<file path="src/rtl/rr_mux_pkg.sv">
// Shared parameters and state encoding for the round-robin mux arbiter.
// Latency: none (declarations only).
// Backpressure: none (declarations only).
package rr_mux_pkg;

    // Default configuration of the shared N:1 mux datapath
    localparam int RR_N        = 8;
    localparam int RR_SELW     = 3;
    localparam int RR_WIDTH    = 1;
    localparam int RR_MAX_HOLD = 4;

    // Arbiter FSM: IDLE waits for any request, GRANT owns the datapath
    typedef enum logic {
        ST_IDLE  = 1'b0,
        ST_GRANT = 1'b1
    } state_t;

    // Bits needed for a hold counter that counts 0 .. max_hold-1
    function automatic int hold_width(input int max_hold);
        return (max_hold < 2) ? 1 : $clog2(max_hold);
    endfunction

endpackage

</file>
<file path="src/rtl/rr_mux_arbiter_pick.sv">
// Rotating-priority picker: first set request at or after base, wrapping mod N.
// Latency: purely combinational.
// Backpressure: none; found=0 when no request bit is set.
module rr_pick #(
    parameter int N    = 8,
    parameter int SELW = 3
) (
    input  logic [N-1:0]    req,
    input  logic [SELW-1:0] base,
    output logic            found,
    output logic [SELW-1:0] idx
);

    logic [SELW-1:0] cand;

    // Scan offsets from farthest to nearest so the nearest set bit wins last;
    // N is a power of two so the SELW-bit add wraps mod N for free.
    always_comb begin
        found = 1'b0;
        idx   = '0;
        cand  = '0;
        for (int k = N - 1; k >= 0; k--) begin
            cand = base + SELW'(k);
            if (req[cand]) begin
                found = 1'b1;
                idx   = cand;
            end
        end
    end

endmodule

</file>
<file path="src/rtl/rr_mux_arbiter.sv">
// Round-robin N:1 mux scheduler with bounded hold; forwards the granted lane.
// Latency: grant registered one edge after request; data_out combinational.
// Backpressure: a requester is released after MAX_HOLD cycles or when it drops req.
module rr_mux_arbiter
    import rr_mux_pkg::*;
#(
    parameter int N        = RR_N,
    parameter int SELW     = RR_SELW,
    parameter int WIDTH    = RR_WIDTH,
    parameter int MAX_HOLD = RR_MAX_HOLD
) (
    input  logic                 clk,
    input  logic                 rst,
    input  logic [N-1:0]         req,
    input  logic [N*WIDTH-1:0]   data_in,
    output logic [N-1:0]         gnt,
    output logic [SELW-1:0]      sel,
    output logic                 valid,
    output logic [WIDTH-1:0]     data_out
);

    localparam int             HW        = hold_width(MAX_HOLD);
    localparam logic [HW-1:0]  HOLD_LAST = HW'(MAX_HOLD - 1);

    state_t          state;
    logic [SELW-1:0] ptr;
    logic [HW-1:0]   hold_cnt;

    logic [SELW-1:0] pick_base;
    logic [SELW-1:0] pick_idx;
    logic            pick_found;
    logic [N-1:0]    pick_oh;
    logic            release_now;

    // Grant ends when the owner drops its request or its hold budget is spent
    always_comb begin
        release_now = (state == ST_GRANT) &&
                      (!req[sel] || (hold_cnt == HOLD_LAST));
    end

    // While granted, the next winner is searched from sel+1 so the current
    // owner is considered last; in IDLE the stored priority pointer is used.
    always_comb begin
        pick_base = (state == ST_GRANT) ? (sel + SELW'(1)) : ptr;
    end

    rr_pick #(
        .N    (N),
        .SELW (SELW)
    ) u_pick (
        .req   (req),
        .base  (pick_base),
        .found (pick_found),
        .idx   (pick_idx)
    );

    // One-hot form of the picked index for the registered grant vector
    always_comb begin
        pick_oh           = '0;
        pick_oh[pick_idx] = 1'b1;
    end

    // Arbiter FSM with registered grant, select, valid and hold counter
    always_ff @(posedge clk or posedge rst) begin
        if (rst) begin
            state    <= ST_IDLE;
            ptr      <= '0;
            hold_cnt <= '0;
            gnt      <= '0;
            sel      <= '0;
            valid    <= 1'b0;
        end else begin
            case (state)
                ST_IDLE: begin
                    if (pick_found) begin
                        state    <= ST_GRANT;
                        gnt      <= pick_oh;
                        sel      <= pick_idx;
                        valid    <= 1'b1;
                        hold_cnt <= '0;
                    end
                end
                ST_GRANT: begin
                    if (release_now) begin
                        ptr      <= sel + SELW'(1);
                        hold_cnt <= '0;
                        if (pick_found) begin
                            // Back-to-back handover, possibly to the same owner
                            gnt   <= pick_oh;
                            sel   <= pick_idx;
                            valid <= 1'b1;
                        end else begin
                            state <= ST_IDLE;
                            gnt   <= '0;
                            sel   <= '0;
                            valid <= 1'b0;
                        end
                    end else begin
                        hold_cnt <= hold_cnt + HW'(1);
                    end
                end
                default: begin
                    state    <= ST_IDLE;
                    gnt      <= '0;
                    sel      <= '0;
                    valid    <= 1'b0;
                    hold_cnt <= '0;
                end
            endcase
        end
    end

    // Selected lane passes straight through; forced to zero when idle
    always_comb begin
        data_out = data_in[sel*WIDTH +: WIDTH] & {WIDTH{valid}};
    end

endmodule
</file>
<file path="config.mk">
export PLATFORM = sky130hd
export DESIGN_NAME = rr_mux_arbiter
export DESIGN_NICKNAME = d
export VERILOG_FILES = /design/src/rtl/rr_mux_pkg.sv /design/src/rtl/rr_mux_arbiter_pick.sv /design/src/rtl/rr_mux_arbiter.sv
export SDC_FILE = /design/constraint.sdc
export NUM_CORES = 1
export LEC_CHECK = 0
export ABC_AREA = 1
export CORE_MARGIN = 5
export CORE_UTILIZATION = 23
export DETAILED_ROUTE_END_ITERATION = 10
export GPL_TIMING_DRIVEN = 0
export PLACE_DENSITY = 0.47
export SYNTH_ARGS = -nofsm -noshare
export SYNTH_HDL_FRONTEND = slang
export SYNTH_SLANG_ARGS = --single-unit
</file>
<file path="constraint.sdc">
create_clock -name clk -period 6.88 [get_ports clk]
set_clock_uncertainty 0.15 [all_clocks]
set_input_delay 0.688 -clock clk [delete_from_list [all_inputs] [get_ports clk]]
set_output_delay 0.688 -clock clk [all_outputs]
set_load 0.05 [all_outputs]
</file>
==> flow_metrics.py <==
metrics = {
    "yosys": {
        "seq_area_frac_synth_pct": 24.9,
        "synth_xor_xnor_area_share_pct": 0,
        "ys_async_sr_fraction_pct": 100,
        "synth_edf_count": 0,
        "syn_nets": 317,
        "synthAdderAreaFrac_pct": 2.07,
        "synthesis.area_um2": 1810,
        "syn_inst": 296,
        "synth.distinct_cells": 28,
        "ys_top_cells_by_count": "nand2_1 (123), inv_1 (28), nand3_1 (28)",
        "yosys_warnings": 0,
        "synth_area_leaders": "nand2_1 (25%), dfrtp_1 (25%), nand3_1 (7.7%)",
        "yosysMostFrequentCell": "nand2_1",
        "synth_top_family_by_area": "simple AND/OR/NAND/NOR gates",
        "synth-simple-area-share_pct": 53.0,
        "synthMuxAreaShare_pct": 0,
        "synth-seq-cells": 18,
        "avgSynthCellArea_um2": 6.12,
        "synthFlopType": "dfrtp_1",
        "synth_top_area_share_pct": 25.5,
        "synth_compound_area_share_pct": 11.4,
        "synth_top_area_cell": "nand2_1",
    },
    "timing": {
        "min_period_ps": 3270,
        "setup_ws_ps": 3610,
        "relSlewSlack_pct": 54.2,
        "slew_violations": 0,
        "setup_viol": 0,
        "clock.fmax_mhz": 306,
        "period_share_pct": 47.5,
        "grt_setup_unrepaired": "no",
        "tightest_slew_ps": 686,
        "tns_ps": 0,
        "holdWs_ps": 336,
        "finalHoldViolCount": 0,
    },
    "worst_hold_path": {
        "whs_path_depth": 2,
        "hold_path_class": "reg -> reg",
        "holdCritStartpoint": "gnt[7]$_DFFE_PP0P_",
        "worstHoldEndpoint": "gnt[7]$_DFFE_PP0P_",
    },
    "drt": {
        "viasPerCell": 4.31,
        "highest_layer": "met4",
        "drtIter0Drc": 80,
        "wl_per_cell_um": 11.5,
        "routed_wl_mm": 4.96,
        "wl_met1_mm": 2.40,
        "dr_wl_met3_um": 121,
        "vias": 1861,
        "route.met2.wl_mm": 2.41,
        "drt_first_pass_iters": 5,
        "ant_nets": 0,
        "route.detailed.drc": 0,
    },
    "critical_path": {
        "critical_path_class": "in -> out",
        "end_kind": "output pin",
        "cp.arrival_ps": 2430,
        "ff2ff_path_depth": 21,
        "cp.required_ps": 6040,
        "rrSetupSlack_ps": 3700,
        "startpoint_type": "primary input",
        "r2r_end": "sel[1]$_DFFE_PP0P_",
        "critPathMaxFanout": 1,
        "worstReg2RegStart": "sel[1]$_DFFE_PP0P_",
    },
    "placed_design": {
        "place.port_buffers": 30,
        "place_inst": 428,
        "dp_hpwl_mm": 4.10,
        "gp_congestion": 0.796,
        "place_ws_ps": 3590,
    },
    "global_routing": {
        "grt_pass1_vias": 1847,
        "grt_start_max_net_pins": 19,
        "grt_pass1_wl_mm": 8.71,
        "grt_overflow": 0,
        "grt_usage_pct": 10.7,
        "antenna_found_initial": 0,
    },
    "die": {
        "ios": 31,
        "dieArea_um2": 9750,
        "core_area_um2": 7690,
        "num_rows": 32,
        "die_w_um": 98.8,
        "initial_utilization_pct": 23.6,
        "die_h_um": 98.8,
    },
    "clock_network": {
        "cts_max_level": 1,
        "clk_pin_slew_ps": 70,
        "clk_path_buf_depth": 2,
        "clockRootBuffer": "clkbuf_8",
        "cts_buffers": 3,
        "cts_tree": "built",
        "clock_latency_ps": 250,
        "cts_setup_buffers": 0,
        "ctsResizeCount": 0,
        "hold_buffers": 0,
        "clock_sinks": 18,
    },
    "layout": {
        "fin_nets": 352,
        "stdcell_count": 432,
        "syn_to_final_growth_pct": 26.7,
        "n_antenna_cell": 0,
        "final_layout_size_suffix_gt1_share_pct": 14.2,
    },
    "run_status": {
        "status": "complete, no violations",
    },
    "job": {
        "drv_cap": 0,
    },
}
## area by class of cell
cell class,instances,area [µm²]
Clock buffer,4,55.1
Multi-Input combinational cell,241,1200
Sequential cell,18,450
Tap cell,102,128
Buffer,3,30.0
Timing Repair Buffer,30,300
Fill cell,881,5390
Inverter,34,128
## worst max-delay path by stage
stage | to | slack, ps | depth (start not counted) | start
floorplan | gnt[3]$_DFFE_PP0P_ | 3920 | 20 | sel[1]$_DFFE_PP0P_
CTS | data_out | 3600 | 6 | data_in[6]
global placement | data_out | 3610 | 6 | data_in[6]
global route | sel[1]$_DFFE_PP0P_ | 3380 | 21 | sel[1]$_DFFE_PP0P_
detailed placement | data_out | 3590 | 6 | data_in[6]
finish | data_out | 3610 | 6 | data_in[6]
## layer usage
layer  vias to the layer above  GRT usage (%)
li1                       1010              -
met4                         0           2.21
met1                       825           14.2
met5                         -              0
met2                        24           18.5
met3                         2           1.34
## cells by family (layout without fill, tap and decap cells)
logic type / Yosys count / after routing
flip-flops: 18 / 18
buffers and inverters: 37 / 71
AND/OR/NAND/NOR: 202 / 202
AO/OA/AOI/OAI: 36 / 36
adder cells (fa/ha/maj): 3 / 3
## layout by cell type (no fill, tap or decap)
cell / synthesis / routed
nand2_1: 123 / 123
clkdlybuf4s50_1: 0 / 30
inv_1: 28 / 28
nand3_1: 28 / 28
nand2_2: 18 / 18
o21ai_0: 18 / 18
dfrtp_1: 18 / 18
nor2_1: 13 / 13
a21oi_1: 9 / 9
inv_2: 6 / 6
nand2_4: 6 / 6
nand3_2: 4 / 4
clkbuf_8: 0 / 4
o21bai_1: 3 / 3
ha_1: 3 / 3
buf_6: 2 / 2
o21a_1: 2 / 2
nor2_4: 2 / 2
nand4_1: 2 / 2
buf_4: 1 / 1
or2_1: 1 / 1
nor3_4: 1 / 1
nor3b_2: 1 / 1
nand3b_1: 1 / 1
or2_2: 1 / 1
nor3_1: 1 / 1
a21boi_2: 1 / 1
o22ai_1: 1 / 1
a31oi_1: 1 / 1
a32o_1: 1 / 1
## state kept, by name, summed over array words and instances, names as in the netlist
name / flops
sel: 3
state: 1
valid: 1
ptr: 3
gnt: 8
hold_cnt: 2
## stage by stage
| step | cell area [µm²] | util (%) |
|---|---|---|
| detailed placement | 2240 | 29.1 |
| floorplan | 1810 | - |
| CTS | 2290 | 29.9 |
| global route | 2290 | 29.9 |
| global placement | 2240 | 29.1 |
| finish | 2290 | 29.9 |
## critical path, cell delays in order
cell and delay, ps:
clkdlybuf4s50_1 450, o21ai_0 60, o22ai_1 170, o21ai_0 90, a31oi_1 140, clkdlybuf4s50_1 830
Power is not shown: default switching activity piles up to over one toggle a cycle in this logic, so the estimate is an artifact.
